## config.mk

```make
export PLATFORM = sky130hd
export DESIGN_NAME = adpcm_decode_ctrl
export DESIGN_NICKNAME = d
export VERILOG_FILES = /design/src/rtl/adpcm_decode_ctrl.sv
export SDC_FILE = /design/constraint.sdc
export NUM_CORES = 1
export LEC_CHECK = 0
export CAP_MARGIN = 30
export CORE_MARGIN = 3
export CORE_UTILIZATION = 45
export CTS_CLUSTER_SIZE = 16
export DETAILED_ROUTE_END_ITERATION = 10
export PLACE_DENSITY = 0.81
export SYNTH_ARGS = -nofsm -noshare
export SYNTH_HDL_FRONTEND = slang
export SYNTH_SLANG_ARGS = --single-unit
```

## constraint.sdc

```tcl
create_clock -name clk -period 8.95 [get_ports clk]
set_input_delay 1.3425 -clock clk [delete_from_list [all_inputs] [get_ports clk]]
set_output_delay 1.3425 -clock clk [all_outputs]
set_load 0.02 [all_outputs]
```

## src/rtl/adpcm_decode_ctrl.sv

```systemverilog
// adpcm_decode_ctrl: IMA ADPCM decode sequencer.
// Takes 16-bit words of four 4-bit codes and emits one signed sample per code
// over a valid/ready handshake. The predictor update itself is done by an
// external combinational inverse quantizer (q_prev/q_code/q_step -> q_pred).
// This block owns the predictor, the step index and the step table.
// Optional build macro: ADPCM_DECODE_HDR_EN. When it is defined, the first word
// after reset or init loads the predictor and the second word loads the index.
module adpcm_decode_ctrl (
    input  logic        clk,
    input  logic        rst_n,
    input  logic        in_valid,
    output logic        in_ready,
    input  logic [15:0] in_data,
    input  logic        init_valid,
    input  logic [15:0] init_pred,
    input  logic [6:0]  init_index,
    output logic        out_valid,
    input  logic        out_ready,
    output logic [15:0] out_sample,
    output logic [15:0] q_prev,
    output logic [3:0]  q_code,
    output logic [15:0] q_step,
    input  logic [15:0] q_pred,
    output logic        busy
);

    typedef enum logic [1:0] {
        IDLE   = 2'd0,
        DECODE = 2'd1,
        EMIT   = 2'd2
    } state_t;

    localparam logic [15:0] STEP_TABLE [89] = '{
        16'd7,     16'd8,     16'd9,     16'd10,    16'd11,    16'd12,    16'd13,    16'd14,
        16'd16,    16'd17,    16'd19,    16'd21,    16'd23,    16'd25,    16'd28,    16'd31,
        16'd34,    16'd37,    16'd41,    16'd45,    16'd50,    16'd55,    16'd60,    16'd66,
        16'd73,    16'd80,    16'd88,    16'd97,    16'd107,   16'd118,   16'd130,   16'd143,
        16'd157,   16'd173,   16'd190,   16'd209,   16'd230,   16'd253,   16'd279,   16'd307,
        16'd337,   16'd371,   16'd408,   16'd449,   16'd494,   16'd544,   16'd598,   16'd658,
        16'd724,   16'd796,   16'd876,   16'd963,   16'd1060,  16'd1166,  16'd1282,  16'd1411,
        16'd1552,  16'd1707,  16'd1878,  16'd2066,  16'd2272,  16'd2499,  16'd2749,  16'd3024,
        16'd3327,  16'd3660,  16'd4026,  16'd4428,  16'd4871,  16'd5358,  16'd5894,  16'd6484,
        16'd7132,  16'd7845,  16'd8630,  16'd9493,  16'd10442, 16'd11487, 16'd12635, 16'd13899,
        16'd15289, 16'd16818, 16'd18500, 16'd20350, 16'd22385, 16'd24623, 16'd27086, 16'd29794,
        16'd32767
    };

    function automatic logic [6:0] clamp_index(input logic [6:0] v);
        return (v > 7'd88) ? 7'd88 : v;
    endfunction

    state_t            state, state_nxt;
    logic [15:0]       word_q;
    logic [1:0]        nib_cnt;
    logic [15:0]       pred_q;
    logic [6:0]        index_q;
    logic [15:0]       sample_q;
    logic              accept_word, load_init, do_decode, advance;
    logic              hdr_take;
    logic signed [7:0] adj, idx_sum;
    logic [6:0]        idx_next;

`ifdef ADPCM_DECODE_HDR_EN
    // 0: next word is predictor, 1: next word is index, 2: header done
    logic [1:0] hdr_phase;
    assign hdr_take = (hdr_phase != 2'd2);

    // Header phase tracking, restarted by reset and by init
    always_ff @(posedge clk or negedge rst_n) begin
        if (!rst_n) begin
            hdr_phase <= '0;
        end else if (load_init) begin
            hdr_phase <= '0;
        end else if (accept_word && hdr_take) begin
            hdr_phase <= hdr_phase + 2'd1;
        end
    end
`else
    assign hdr_take = 1'b0;
`endif

    assign q_prev     = pred_q;
    assign q_code     = word_q[{nib_cnt, 2'b00} +: 4];
    assign q_step     = STEP_TABLE[index_q];
    assign out_sample = sample_q;
    assign busy       = (state != IDLE);

    // Step-index adaptation from the current code magnitude, clamped to 0..88
    always_comb begin
        adj = -8'sd1;
        case (q_code[2:0])
            3'd4:    adj = 8'sd2;
            3'd5:    adj = 8'sd4;
            3'd6:    adj = 8'sd6;
            3'd7:    adj = 8'sd8;
            default: adj = -8'sd1;
        endcase
        idx_sum = $signed({1'b0, index_q}) + adj;
        if (idx_sum < 8'sd0) begin
            idx_next = '0;
        end else if (idx_sum > 8'sd88) begin
            idx_next = 7'd88;
        end else begin
            idx_next = idx_sum[6:0];
        end
    end

    // State register
    always_ff @(posedge clk or negedge rst_n) begin
        if (!rst_n) begin
            state <= IDLE;
        end else begin
            state <= state_nxt;
        end
    end

    // Next-state, handshake outputs and datapath strobes
    always_comb begin
        state_nxt   = state;
        in_ready    = 1'b0;
        out_valid   = 1'b0;
        accept_word = 1'b0;
        load_init   = 1'b0;
        do_decode   = 1'b0;
        advance     = 1'b0;
        case (state)
            IDLE: begin
                if (init_valid) begin
                    load_init = 1'b1;
                end else begin
                    in_ready = 1'b1;
                    if (in_valid) begin
                        accept_word = 1'b1;
                        if (!hdr_take) begin
                            state_nxt = DECODE;
                        end
                    end
                end
            end
            DECODE: begin
                do_decode = 1'b1;
                state_nxt = EMIT;
            end
            EMIT: begin
                out_valid = 1'b1;
                if (out_ready) begin
                    advance   = 1'b1;
                    state_nxt = (nib_cnt == 2'd3) ? IDLE : DECODE;
                end
            end
            default: state_nxt = IDLE;
        endcase
    end

    // Word, nibble counter, predictor, index and output sample registers
    always_ff @(posedge clk or negedge rst_n) begin
        if (!rst_n) begin
            word_q   <= '0;
            nib_cnt  <= '0;
            pred_q   <= '0;
            index_q  <= '0;
            sample_q <= '0;
        end else begin
            if (load_init) begin
                pred_q  <= init_pred;
                index_q <= clamp_index(init_index);
            end
`ifdef ADPCM_DECODE_HDR_EN
            if (accept_word && hdr_take) begin
                if (hdr_phase == 2'd0) begin
                    pred_q <= in_data;
                end else begin
                    index_q <= clamp_index(in_data[6:0]);
                end
            end
`endif
            if (accept_word && !hdr_take) begin
                word_q  <= in_data;
                nib_cnt <= '0;
            end
            if (do_decode) begin
                pred_q   <= q_pred;
                sample_q <= q_pred;
                index_q  <= idx_next;
            end
            // wraps 3 -> 0 on the last nibble; reloaded on the next word anyway
            if (advance) begin
                nib_cnt <= nib_cnt + 2'd1;
            end
        end
    end

endmodule
```

==> flow_metrics.env, run 1 <==
export IMPL_wl_met3_mm=1.19
export IMPL_final_period_minus_worst_setup_slack_ps=4890
export IMPL_setup_violations=0
export IMPL_yosys_area_share_adder_pct=7.91
export IMPL_relSlewSlack_pct=39.6
export IMPL_die_area_sq_um=11300
export IMPL_synthesis_yosys_warnings=0
export IMPL_total_via_count_after_detailed_routing=4359
export IMPL_grt_first_pass_wirelength_mm=21.8
export IMPL_max_freq_mhz=205
export IMPL_flow_area_growth_from_synthesis_pct=29.4
export IMPL_met1_wl_mm=5.20
export IMPL_synth_edf_count=0
export IMPL_ys_types=65
export IMPL_initialDrtViolationCount=331
export IMPL_synth_mux_area_fraction_pct=11.6
export IMPL_syn_area_sq_um=4520
export IMPL_post_drt_via_cell_ratio=5.78
export IMPL_die_h_um=106
export IMPL_path_delay_family="buffers and inverters"
export IMPL_synth_top_cell_area_share_pct=32.6
export IMPL_hold_path_startpoint="out_sample[0]$_DFFE_PN0P_"
export IMPL_diodes=0
export IMPL_reg2reg_depth=10
export IMPL_hold_end="out_sample[0]$_DFFE_PN0P_"
export IMPL_peakVddDrop_mv=0.259
export IMPL_required_time_of_the_worst_setup_path_ps=7610
export IMPL_finClkSkew_ps=6.77
export IMPL_worst_r2r_endpoint="index_q[3]$_DFFE_PN0P_"
export IMPL_dominant_combinational_cell_family_by_area_after_synthesis="compound AO/OA/AOI/OAI gates"
export IMPL_worst_setup_path_end_kind="output port"
export IMPL_yosys_register_bits=59
export IMPL_cts_reportedPaths_clkPinSlew_ps=60
export IMPL_route_detailed_wl_per_inst_um=17.4
export IMPL_detailroute_wirelength_met2_mm=6.35
export IMPL_synthesized_area_fraction_occupied_by_ao_oa_aoi_and_oai_cells_pct=23.0
export IMPL_layout_drive_gt1_share_pct=6.40
export IMPL_drc=0
export IMPL_timing_hold_violations_final=0
export IMPL_hold_depth=2
export IMPL_fin_util_pct=61.6
export IMPL_synthesis_area_per_instance_sq_um=8.55
export IMPL_worstMarginPinSlew_ps=906
export IMPL_postSynth_asyncResetShare_pct=100
export IMPL_cts_tree="done"
export IMPL_global_route_usage_total_pct=23.9
export IMPL_synth_area_leader_cell="sky130_fd_sc_hd__dfrtp_1"
export IMPL_drt_pre_antenna_iters=5
export IMPL_synthXorXnorAreaFrac_pct=1.33
export IMPL_die_width_um=106
export IMPL_clkSinkCount=59
export IMPL_detail_route_wirelength_mm=13.2
export IMPL_startpoint_type="flip-flop"
export IMPL_finalMaxSlewViolations=0
export IMPL_floorplan_io_pins=115
export IMPL_total_leakage_power_uw=0.00249
export IMPL_placement_io_buffers=113
export IMPL_cp_num_buf_inv=3
export IMPL_clock_insertion_delay_worst_skew_ps=330
export IMPL_post_cts_resized_instances=0
export IMPL_cp_arrival_ps=3550
export IMPL_cts_hold_buffers=0
export IMPL_synth_simple_gate_area_share_pct=17.8
export IMPL_critical_path_peak_fanout=17
export IMPL_timing_worst_setup_path_type="reg2out"
export IMPL_h_tree_depth=3
export IMPL_power_density_nw_per_um2=461
export IMPL_placement_rows=35
export IMPL_grt_max_degree=65
export IMPL_fin_nets=709
export IMPL_hp_class="reg2reg"
export IMPL_finalSetupTns_ps=0
export IMPL_ctsLongestPathBuffers=2
export IMPL_max_cap_violations=0
export IMPL_postRouteAntennaNets=0
export IMPL_worstReg2RegStart="nib_cnt[0]$_DFFE_PN0P_"
export IMPL_critPathSlowestCell="sky130_fd_sc_hd__clkdlybuf4s50_1"
export IMPL_dpl_hpwl_mm=9.74
export IMPL_cts_root_buffer="sky130_fd_sc_hd__clkbuf_8"
export IMPL_synth_seq_area_share_pct=32.6
export IMPL_tritoncts_num_buffers=9
export IMPL_fin_crit_sh_pct=54.6
export IMPL_cpPeakStageDelay_ps=630
export IMPL_top_layer="met4"
export IMPL_syn_nets=617
export IMPL_first_global_vias=4422
export IMPL_reg2reg_slack_ps=5580
export IMPL_result_of_the_run="finished, final reports clean"
export IMPL_critical_path_cell_chain="inv_2 > ha_1 > inv_1 > ha_1 > nor2_1 > a311oi_1 > a311oi_1 > a311o_1 > o21ai_1 > clkdlybuf4s50_1"
export IMPL_routability_congestion_estimate=1.00
export IMPL_grt_setup_unrepaired="false"
export IMPL_cts_setup_buffers=0
export IMPL_initial_utilization_pct=47.6
export IMPL_synthesis_instances=529
export IMPL_core_area_sq_um=9500
export IMPL_synth_area_top_cells="sky130_fd_sc_hd__dfrtp_1, sky130_fd_sc_hd__nand2_1, sky130_fd_sc_hd__ha_1, sky130_fd_sc_hd__mux2_1, sky130_fd_sc_hd__o21ai_0"
export IMPL_antenna_found_initial=0
export IMPL_global_route_overflow_total=0
export IMPL_postSynth_topFlopCell="sky130_fd_sc_hd__dfrtp_1"
-- placed cells by master (no fill, tap or decap), drive strengths merged, types with 10 or more instances in the layout --
cell type / instances
a21oi: 27
a31oi: 11
clkbuf: 10
clkdlybuf4s50: 112
dfrtp: 59
ha: 27
inv: 17
mux2: 17
mux2i: 16
nand2: 101
nand2b: 12
nor2: 34
nor2b: 10
o21ai: 55
-- flip-flops by register name, summed over array words and instances (netlist names) --
register and flops:
q_prev 16, state 2, nib_cnt 2, index_q 7
out_sample 16, word_q 16
-- how the worst max path moves through the flow --
stage,from,depth (start not counted),endpoint
2_1_floorplan,index_q[1]$_DFFE_PN0P_,10,q_step[2]
3_3_place_gp,index_q[1]$_DFFE_PN0P_,10,q_step[2]
3_5_place_dp,index_q[1]$_DFFE_PN0P_,10,q_step[2]
4_1_cts,index_q[1]$_DFFE_PN0P_,10,q_step[2]
5_1_grt,index_q[1]$_DFFE_PN0P_,10,q_step[2]
6_report,index_q[1]$_DFFE_PN0P_,10,q_step[2]
-- metal layers --
metal / track usage [%] / vias up
met5: 0 / -
met4: 9.53 / 0
met3: 6.62 / 36
met2: 38.6 / 211
met1: 30.1 / 2035
li1: - / 2077
-- logic make-up after synthesis --
logic type / Yosys count
adders and majority gates: 28
muxes: 40
and+or+nand+nor: 183
other: 1
buffers and inverters: 55
xor gates and xnor gates: 6
AOI/OAI and AO/OA: 157
DFF: 59
-- power by group --
part	internal, uW	switching [uW]	total [uW]
Sequential	398	124	522
Clock	127	104	230
Combinational	824	1120	1950
-- worst reg2reg max path, stage by stage (launching register included) --
cell	delay, ps
sky130_fd_sc_hd__dfrtp_1	530
sky130_fd_sc_hd__mux4_2	680
sky130_fd_sc_hd__clkinv_2	140
sky130_fd_sc_hd__ha_1	190
sky130_fd_sc_hd__inv_1	60
sky130_fd_sc_hd__fa_1	390
sky130_fd_sc_hd__nand2b_1	200
sky130_fd_sc_hd__a21o_1	170
sky130_fd_sc_hd__a211oi_1	380
sky130_fd_sc_hd__nor2_1	190
sky130_fd_sc_hd__o31a_1	320
-- per-stage QoR --
stage | total power, uW | cell area, sq um | setup WS [ps] | hold slack (ps) | instances
finish | 2700 | 5850 | 4060 | 478 | 754
global route | 2910 | 5850 | 3880 | 502 | 754
CTS | 2700 | 5850 | 4110 | 478 | 754
detailed placement | 2450 | 5670 | 4470 | 463 | 739
global placement | 2420 | 5660 | 4600 | 458 | 738
floorplan | 1830 | 4520 | 5230 | 449 | 529
-- synth_stat cells (all sizes together), types with 10 or more instances --
cell      n
clkbuf   19
inv      16
buf      19
nand2   101
ha       27
a31oi    11
dfrtp    59
nor2b    10
nand2b   12
mux2i    16
a21oi    27
mux2     17
nor2     34
o21ai    55
-- final cells by class --
class                      instances  area, sq um
fill                             811         3650
multi-input combinational        415         2790
sequential                        59         1480
timing repair buffer             119         1170
tap                              129          161
clock buffer                      10          128
inverter                          17         70.1
clock inverter                     5         53.8
(Power assumes the default switching activity.)
==> run 2: changes to the inputs <==
--- a/config.mk
+++ b/config.mk
@@ -10,7 +10,7 @@
 export CORE_UTILIZATION = 45
 export CTS_CLUSTER_SIZE = 16
 export DETAILED_ROUTE_END_ITERATION = 10
-export PLACE_DENSITY = 0.81
+export PLACE_DENSITY = 0.84
 export SYNTH_ARGS = -nofsm -noshare
 export SYNTH_HDL_FRONTEND = slang
 export SYNTH_SLANG_ARGS = --single-unit
==> constraint.sdc (replaced) <==
create_clock -name clk -period 4 [get_ports clk]
set_input_delay 0.6 -clock clk [delete_from_list [all_inputs] [get_ports clk]]
set_output_delay 0.6 -clock clk [all_outputs]
set_load 0.02 [all_outputs]
==> run 2 against run 1 <==
Via count is 3.9% higher. First-iteration DRC count is 2.7% lower. Register-to-register slack worse by 4900 ps. Global-route usage is 1.2 points higher. Sequential share of layout area is 0.28 points lower. Clock skew is 1.0 ps higher. Count of clock-buffer cells in the layout stayed put. Non-clock buffer count is 8 higher. Critical path depth stayed put. Core utilization is 0.70 points higher. Hold slack worse by 410 ps. Largest power group unchanged.
==> flow_metrics.env, run 2 (synthesis results as in run 1) <==
export IMPL_placement_io_buffers=113
export IMPL_layout_drive_gt1_share_pct=7.58
export IMPL_global_route_usage_total_pct=25.0
export IMPL_finalMaxSlewViolations=0
export IMPL_cts_tree="done"
export IMPL_startpoint_type="flip-flop"
export IMPL_routability_congestion_estimate=0.947
export IMPL_cts_root_buffer="sky130_fd_sc_hd__clkbuf_8"
export IMPL_comb_power_share_pct=73.7
export IMPL_ctsLongestPathBuffers=2
export IMPL_final_period_minus_worst_setup_slack_ps=3830
export IMPL_postLayoutSetupSlackWorst_ps=169
export IMPL_fin_crit_sh_pct=95.8
export IMPL_global_route_overflow_total=0
export IMPL_worstMarginPinSlew_ps=947
export IMPL_die_area_sq_um=11300
export IMPL_p_sw_uw=3130
export IMPL_grt_first_pass_wirelength_mm=22.9
export IMPL_drt_pre_antenna_iters=9
export IMPL_initial_utilization_pct=47.6
export IMPL_post_place_setup_slack_ps=570
export IMPL_grt_setup_unrepaired="false"
export IMPL_fin_nets=717
export IMPL_switching_share_pct=50.9
export IMPL_peakVddDrop_mv=0.529
export IMPL_antenna_found_initial=0
export IMPL_die_h_um=106
export IMPL_cts_reportedPaths_clkPinSlew_ps=70
export IMPL_finClkSkew_ps=7.80
export IMPL_dpl_hpwl_mm=10.3
export IMPL_h_tree_depth=3
export IMPL_power_internal_uw=3010
export IMPL_pwr_share_seq_pct=18.9
export IMPL_total_leakage_power_uw=0.00253
export IMPL_first_global_vias=4574
export IMPL_post_drt_via_cell_ratio=5.95
export IMPL_cts_hold_buffers=0
export IMPL_cts_setup_buffers=0
export IMPL_total_via_count_after_detailed_routing=4531
export IMPL_grt_max_degree=46
export IMPL_post_cts_resized_instances=0
export IMPL_final_cell_mix="sky130_fd_sc_hd__clkdlybuf4s50_1, sky130_fd_sc_hd__nand2_1, sky130_fd_sc_hd__dfrtp_1, sky130_fd_sc_hd__nor2_1, sky130_fd_sc_hd__o21ai_0"
export IMPL_power_density_nw_per_um2=1040
export IMPL_hp_class="in2async"
export IMPL_max_cap_violations=0
export IMPL_finalSetupTns_ps=0
export IMPL_max_freq_mhz=261
export IMPL_relSlewSlack_pct=36.9
export IMPL_placement_rows=35
export IMPL_required_time_of_the_worst_setup_path_ps=3400
export IMPL_result_of_the_run="finished, final reports clean"
export IMPL_fin_util_pct=62.3
export IMPL_diodes=0
export IMPL_postRouteAntennaNets=0
export IMPL_tritoncts_num_buffers=9
export IMPL_worst_setup_path_end_kind="output port"
export IMPL_drc=0
export IMPL_clock_insertion_delay_worst_skew_ps=340
export IMPL_critical_path_peak_fanout=10
export IMPL_cp_arrival_ps=3230
export IMPL_core_area_sq_um=9500
export IMPL_power_frac_clock_pct=7.4
export IMPL_setup_violations=0
export IMPL_flow_area_growth_from_synthesis_pct=30.9
export IMPL_mostFrequentLayoutCell="sky130_fd_sc_hd__clkdlybuf4s50_1"
export IMPL_floorplan_io_pins=115
export IMPL_timing_worst_setup_path_type="reg2out"
export IMPL_detail_route_wirelength_mm=14.0
export IMPL_timing_hold_violations_final=0
export IMPL_initialDrtViolationCount=322
export IMPL_die_width_um=106
export IMPL_clkSinkCount=59
export IMPL_route_detailed_wl_per_inst_um=18.3
-- run 2: changes by cell type in the layout (fill, tap and decap cells not counted) --
cell	previous run	this run
sky130_fd_sc_hd__inv_6	2	1
sky130_fd_sc_hd__clkinvlp_4	0	1
sky130_fd_sc_hd__buf_16	0	1
sky130_fd_sc_hd__buf_12	0	1
sky130_fd_sc_hd__bufinv_16	1	0
sky130_fd_sc_hd__clkinv_4	0	1
sky130_fd_sc_hd__buf_6	1	0
sky130_fd_sc_hd__buf_4	5	12
-- run 2: area by class of cell --
class | instances | area (sq um)
inverters | 17 | 70.1
flip-flops and latches | 59 | 1480
well taps | 129 | 161
clock inverters | 5 | 31.3
repair buffers | 127 | 1260
multi-input cells | 415 | 2790
fillers | 756 | 3580
clock buffers | 10 | 128
-- run 2: path summary, 6_finish.rpt --
path	start	end	slack, ps	cells past startpoint
setup / recovery	index_q[0]$_DFFE_PN0P_	q_step[2]	170	10
min in group clk	out_sample[12]$_DFFE_PN0P_	out_sample[12]$_DFFE_PN0P_	480	2
hold reg to reg	out_sample[12]$_DFFE_PN0P_	out_sample[12]$_DFFE_PN0P_	480	2
hold / removal	rst_n	word_q[15]$_DFFE_PN0P_	60	1
max in group asynchronous	rst_n	out_sample[2]$_DFFE_PN0P_	3230	3
setup reg to reg	nib_cnt[0]$_DFFE_PN0P_	index_q[0]$_DFFE_PN0P_	700	11
-- run 2: metal layers --
| metal | share of wire, % | track usage (%) | wire, um | vias to the layer above |
|---|---|---|---|---|
| li1 | - | - | - | 2095 |
| met1 | 38 | 30.7 | 5350 | 2120 |
| met2 | 48 | 40.6 | 6650 | 275 |
| met3 | 11 | 8.20 | 1530 | 41 |
| met4 | 3.1 | 10.2 | 438 | 0 |
| met5 | 0 | 0 | 0 | - |
-- run 2: critical path: stages, from the launching register on --
cell	delay, ps
sky130_fd_sc_hd__dfrtp_1	390
sky130_fd_sc_hd__inv_1	170
sky130_fd_sc_hd__ha_1	410
sky130_fd_sc_hd__inv_1	140
sky130_fd_sc_hd__ha_1	320
sky130_fd_sc_hd__nor2_1	40
sky130_fd_sc_hd__a311oi_1	250
sky130_fd_sc_hd__a311oi_1	90
sky130_fd_sc_hd__a311o_1	380
sky130_fd_sc_hd__o21ai_1	100
sky130_fd_sc_hd__clkdlybuf4s50_1	620
-- run 2: metrics by stage --
step | hold slack, ps | instances | cell area, sq um | total power [uW]
2_1_floorplan | 304 | 529 | 4520 | 4100
3_3_place_gp | 457 | 745 | 5710 | 5500
3_5_place_dp | 462 | 746 | 5740 | 5600
4_1_cts | 453 | 761 | 5900 | 6080
5_1_grt | 46.3 | 762 | 5920 | 6600
6_report | 64.0 | 762 | 5920 | 6140
-- run 2: power by group through the flow --
stage,clock (uW),combinational (uW),sequential (uW)
6_report,454,4520,1160
5_1_grt,487,4910,1200
4_1_cts,458,4460,1160
3_5_place_dp,0,4440,1160
3_3_place_gp,0,4350,1150
2_1_floorplan,0,2860,1250
==> run 3: changes to the inputs <==
--- a/config.mk
+++ b/config.mk
@@ -8,9 +8,11 @@
 export CAP_MARGIN = 30
 export CORE_MARGIN = 3
 export CORE_UTILIZATION = 45
+export CTS_BUF_LIST = sky130_fd_sc_hd__clkbuf_8 sky130_fd_sc_hd__clkbuf_16
 export CTS_CLUSTER_SIZE = 16
 export DETAILED_ROUTE_END_ITERATION = 10
 export PLACE_DENSITY = 0.84
+export SKIP_LAST_GASP = 1
 export SYNTH_ARGS = -nofsm -noshare
 export SYNTH_HDL_FRONTEND = slang
 export SYNTH_SLANG_ARGS = --single-unit
==> constraint.sdc (replaced) <==
create_clock -name clk -period 4 [get_ports clk]
set_input_delay 0.4 -clock clk [delete_from_list [all_inputs] [get_ports clk]]
set_output_delay 0.4 -clock clk [all_outputs]
set_load 0.02 [all_outputs]
==> run 3 against run 2 <==
Combinational power hardly changed. Hold slack better by 120 ps. Critical path type unchanged. Die area stayed put. First-iteration DRC count is 5.0% lower. Register-to-register slack worse by 160 ps. Worst setup slack better by 75 ps. Wire length is 4.8% higher. Sequential share of layout area is 0.053 points higher. Critical endpoint unchanged. Flip-flop and latch count stayed put. Sequential power hardly changed. Power is 1.9% higher.
==> flow_metrics.env, run 3 (synthesis results as in run 1) <==
export IMPL_result_of_the_run="finished, final reports clean"
export IMPL_pwr_share_seq_pct=18.3
export IMPL_antenna_found_initial=0
export IMPL_comb_power_share_pct=72.7
export IMPL_flow_area_growth_from_synthesis_pct=30.6
export IMPL_drt_pre_antenna_iters=4
export IMPL_fin_crit_sh_pct=93.9
export IMPL_post_cts_resized_instances=0
export IMPL_initial_utilization_pct=47.6
export IMPL_postRouteAntennaNets=0
export IMPL_mostFrequentLayoutCell="sky130_fd_sc_hd__clkdlybuf4s50_1"
export IMPL_tritoncts_num_buffers=9
export IMPL_dp_cells=743
export IMPL_timing_worst_setup_path_type="reg2out"
export IMPL_clock_insertion_delay_worst_skew_ps=350
export IMPL_drc=0
export IMPL_floorplan_io_pins=115
export IMPL_finalMaxSlewViolations=0
export IMPL_final_cell_mix="sky130_fd_sc_hd__clkdlybuf4s50_1, sky130_fd_sc_hd__nand2_1, sky130_fd_sc_hd__dfrtp_1, sky130_fd_sc_hd__nor2_1, sky130_fd_sc_hd__o21ai_0"
export IMPL_die_area_sq_um=11300
export IMPL_die_h_um=106
export IMPL_critical_path_cell_chain="inv_2 > ha_1 > inv_1 > ha_1 > nor2_1 > a311oi_1 > a311oi_1 > a311o_1 > o21ai_1 > clkdlybuf4s50_1"
export IMPL_cp_num_buf_inv=3
export IMPL_switching_share_pct=51.0
export IMPL_global_route_overflow_total=0
export IMPL_global_route_usage_total_pct=26.2
export IMPL_ctsLongestPathBuffers=2
export IMPL_power_frac_clock_pct=8.9
export IMPL_fin_nets=713
export IMPL_peakVddDrop_mv=0.642
export IMPL_startpoint_type="flip-flop"
export IMPL_reg2reg_depth=10
export IMPL_cts_tree="done"
export IMPL_h_tree_depth=3
export IMPL_worstMarginPinSlew_ps=896
export IMPL_diodes=0
export IMPL_worst_setup_path_end_kind="output port"
export IMPL_relSlewSlack_pct=40.3
export IMPL_critPathSlowestCell="sky130_fd_sc_hd__clkdlybuf4s50_1"
export IMPL_power_internal_uw=3070
export IMPL_critical_path_endpoint="q_step[2]"
export IMPL_finalSetupTns_ps=0
export IMPL_critical_path_peak_fanout=10
export IMPL_cts_root_buffer="sky130_fd_sc_hd__clkbuf_8"
export IMPL_max_freq_mhz=266
export IMPL_finClkSkew_ps=10.2
export IMPL_placement_rows=35
export IMPL_layout_cells_non_filler=759
export IMPL_required_time_of_the_worst_setup_path_ps=3600
export IMPL_fill_cells=766
export IMPL_detail_route_wirelength_mm=14.6
export IMPL_grt_setup_unrepaired="false"
export IMPL_layout_drive_gt1_share_pct=7.30
export IMPL_timing_hold_violations_final=0
export IMPL_cp_num_cells=10
export IMPL_cts_setup_buffers=0
export IMPL_reg2reg_slack_ps=540
export IMPL_cts_hold_buffers=0
export IMPL_grt_first_pass_wirelength_mm=23.5
export IMPL_routability_congestion_estimate=1.03
export IMPL_post_drt_via_cell_ratio=5.97
export IMPL_dpl_hpwl_mm=10.8
export IMPL_setup_violations=0
export IMPL_cts_reportedPaths_clkPinSlew_ps=80
export IMPL_cp_arrival_ps=3360
export IMPL_cpPeakStageDelay_ps=630
export IMPL_worstReg2RegStart="nib_cnt[0]$_DFFE_PN0P_"
export IMPL_path_delay_family="buffers and inverters"
export IMPL_total_via_count_after_detailed_routing=4534
export IMPL_placement_io_buffers=113
export IMPL_final_period_minus_worst_setup_slack_ps=3760
export IMPL_first_global_vias=4547
export IMPL_worst_r2r_endpoint="index_q[3]$_DFFE_PN0P_"
export IMPL_core_area_sq_um=9500
export IMPL_critical_path_startpoint="index_q[1]$_DFFE_PN0P_"
export IMPL_p_sw_uw=3190
export IMPL_grt_max_degree=60
export IMPL_die_width_um=106
export IMPL_max_cap_violations=0
export IMPL_hp_class="in2async"
export IMPL_initialDrtViolationCount=306
export IMPL_clkSinkCount=59
export IMPL_route_detailed_wl_per_inst_um=19.3
export IMPL_total_leakage_power_uw=0.00252
export IMPL_power_density_nw_per_um2=1060
[run 3: changes by cell type in the layout (fill, tap and decap cells not counted)]
cell / change
sky130_fd_sc_hd__buf_8: +1
sky130_fd_sc_hd__clkbuf_1: -1
sky130_fd_sc_hd__clkinvlp_4: +1
sky130_fd_sc_hd__buf_12: -1
sky130_fd_sc_hd__buf_16: -1
sky130_fd_sc_hd__clkbuf_8: +1
sky130_fd_sc_hd__buf_4: -3
sky130_fd_sc_hd__clkinv_2: -1
sky130_fd_sc_hd__inv_6: +1
sky130_fd_sc_hd__clkinv_4: -1
sky130_fd_sc_hd__bufinv_16: +1
[run 3: worst min path at each step]
stage | start | endpoint | slack, ps | depth (start not counted)
final | rst_n | word_q[7]$_DFFE_PN0P_ | 190 | 2
after CTS | rst_n | word_q[7]$_DFFE_PN0P_ | 220 | 2
after global placement | out_sample[14]$_DFFE_PN0P_ | out_sample[14]$_DFFE_PN0P_ | 460 | 2
after floorplan | rst_n | index_q[0]$_DFFE_PN0P_ | 100 | 0
after detailed placement | out_sample[15]$_DFFE_PN0P_ | out_sample[15]$_DFFE_PN0P_ | 470 | 2
after global routing | rst_n | word_q[15]$_DFFE_PN0P_ | 240 | 2
[run 3: worst reg2reg max path: stages, from the launching register on]
cell	delay (ps)
sky130_fd_sc_hd__dfrtp_1	520
sky130_fd_sc_hd__mux4_2	660
sky130_fd_sc_hd__clkinv_2	130
sky130_fd_sc_hd__ha_1	190
sky130_fd_sc_hd__inv_1	60
sky130_fd_sc_hd__fa_1	390
sky130_fd_sc_hd__nand2b_1	190
sky130_fd_sc_hd__a2111oi_0	550
sky130_fd_sc_hd__a211oi_1	200
sky130_fd_sc_hd__nor2_1	330
sky130_fd_sc_hd__o31a_1	190
[run 3: final cells by class]
class / count / area [sq um] / share of cell area, %
Tap cell: 129 / 161 / 2.73
Multi-Input combinational cell: 415 / 2790 / 47.2
Clock inverter: 6 / 63.8 / 1.08
Timing Repair Buffer: 123 / 1210 / 20.5
Sequential cell: 59 / 1480 / 25.0
Inverter: 17 / 70.1 / 1.19
Clock buffer: 10 / 138 / 2.33
[run 3: power groups by stage]
stage               sequential, uW  clock [uW]  combinational (uW)
floorplan                     1250           0                2860
global placement              1120           0                4410
detailed placement            1150           0                4460
CTS                           1140         562                4500
global route                  1180         587                4910
finish                        1150         558                4550
[run 3: layer usage]
layer | share of wire [%] | global-route usage (%) | vias up
li1 | - | - | 2083
met1 | 39 | 32.0 | 2165
met2 | 49 | 43.0 | 246
met3 | 9.0 | 6.86 | 40
met4 | 3.7 | 12.5 | 0
met5 | 0 | 0 | -
[run 3: per-stage QoR]
| stage | cell area (sq um) | hold slack, ps | setup slack (ps) | util [%] | power [uW] |
|---|---|---|---|---|---|
| 5_1_grt | 5910 | 243 | 58.9 | 62.2 | 6680 |
| 3_3_place_gp | 5690 | 458 | 680 | 59.9 | 5530 |
| 2_1_floorplan | 4520 | 104 | 1000 | - | 4100 |
| 3_5_place_dp | 5710 | 466 | 636 | 60.1 | 5600 |
| 4_1_cts | 5910 | 217 | 256 | 62.2 | 6200 |
| 6_report | 5910 | 189 | 244 | 62.2 | 6250 |
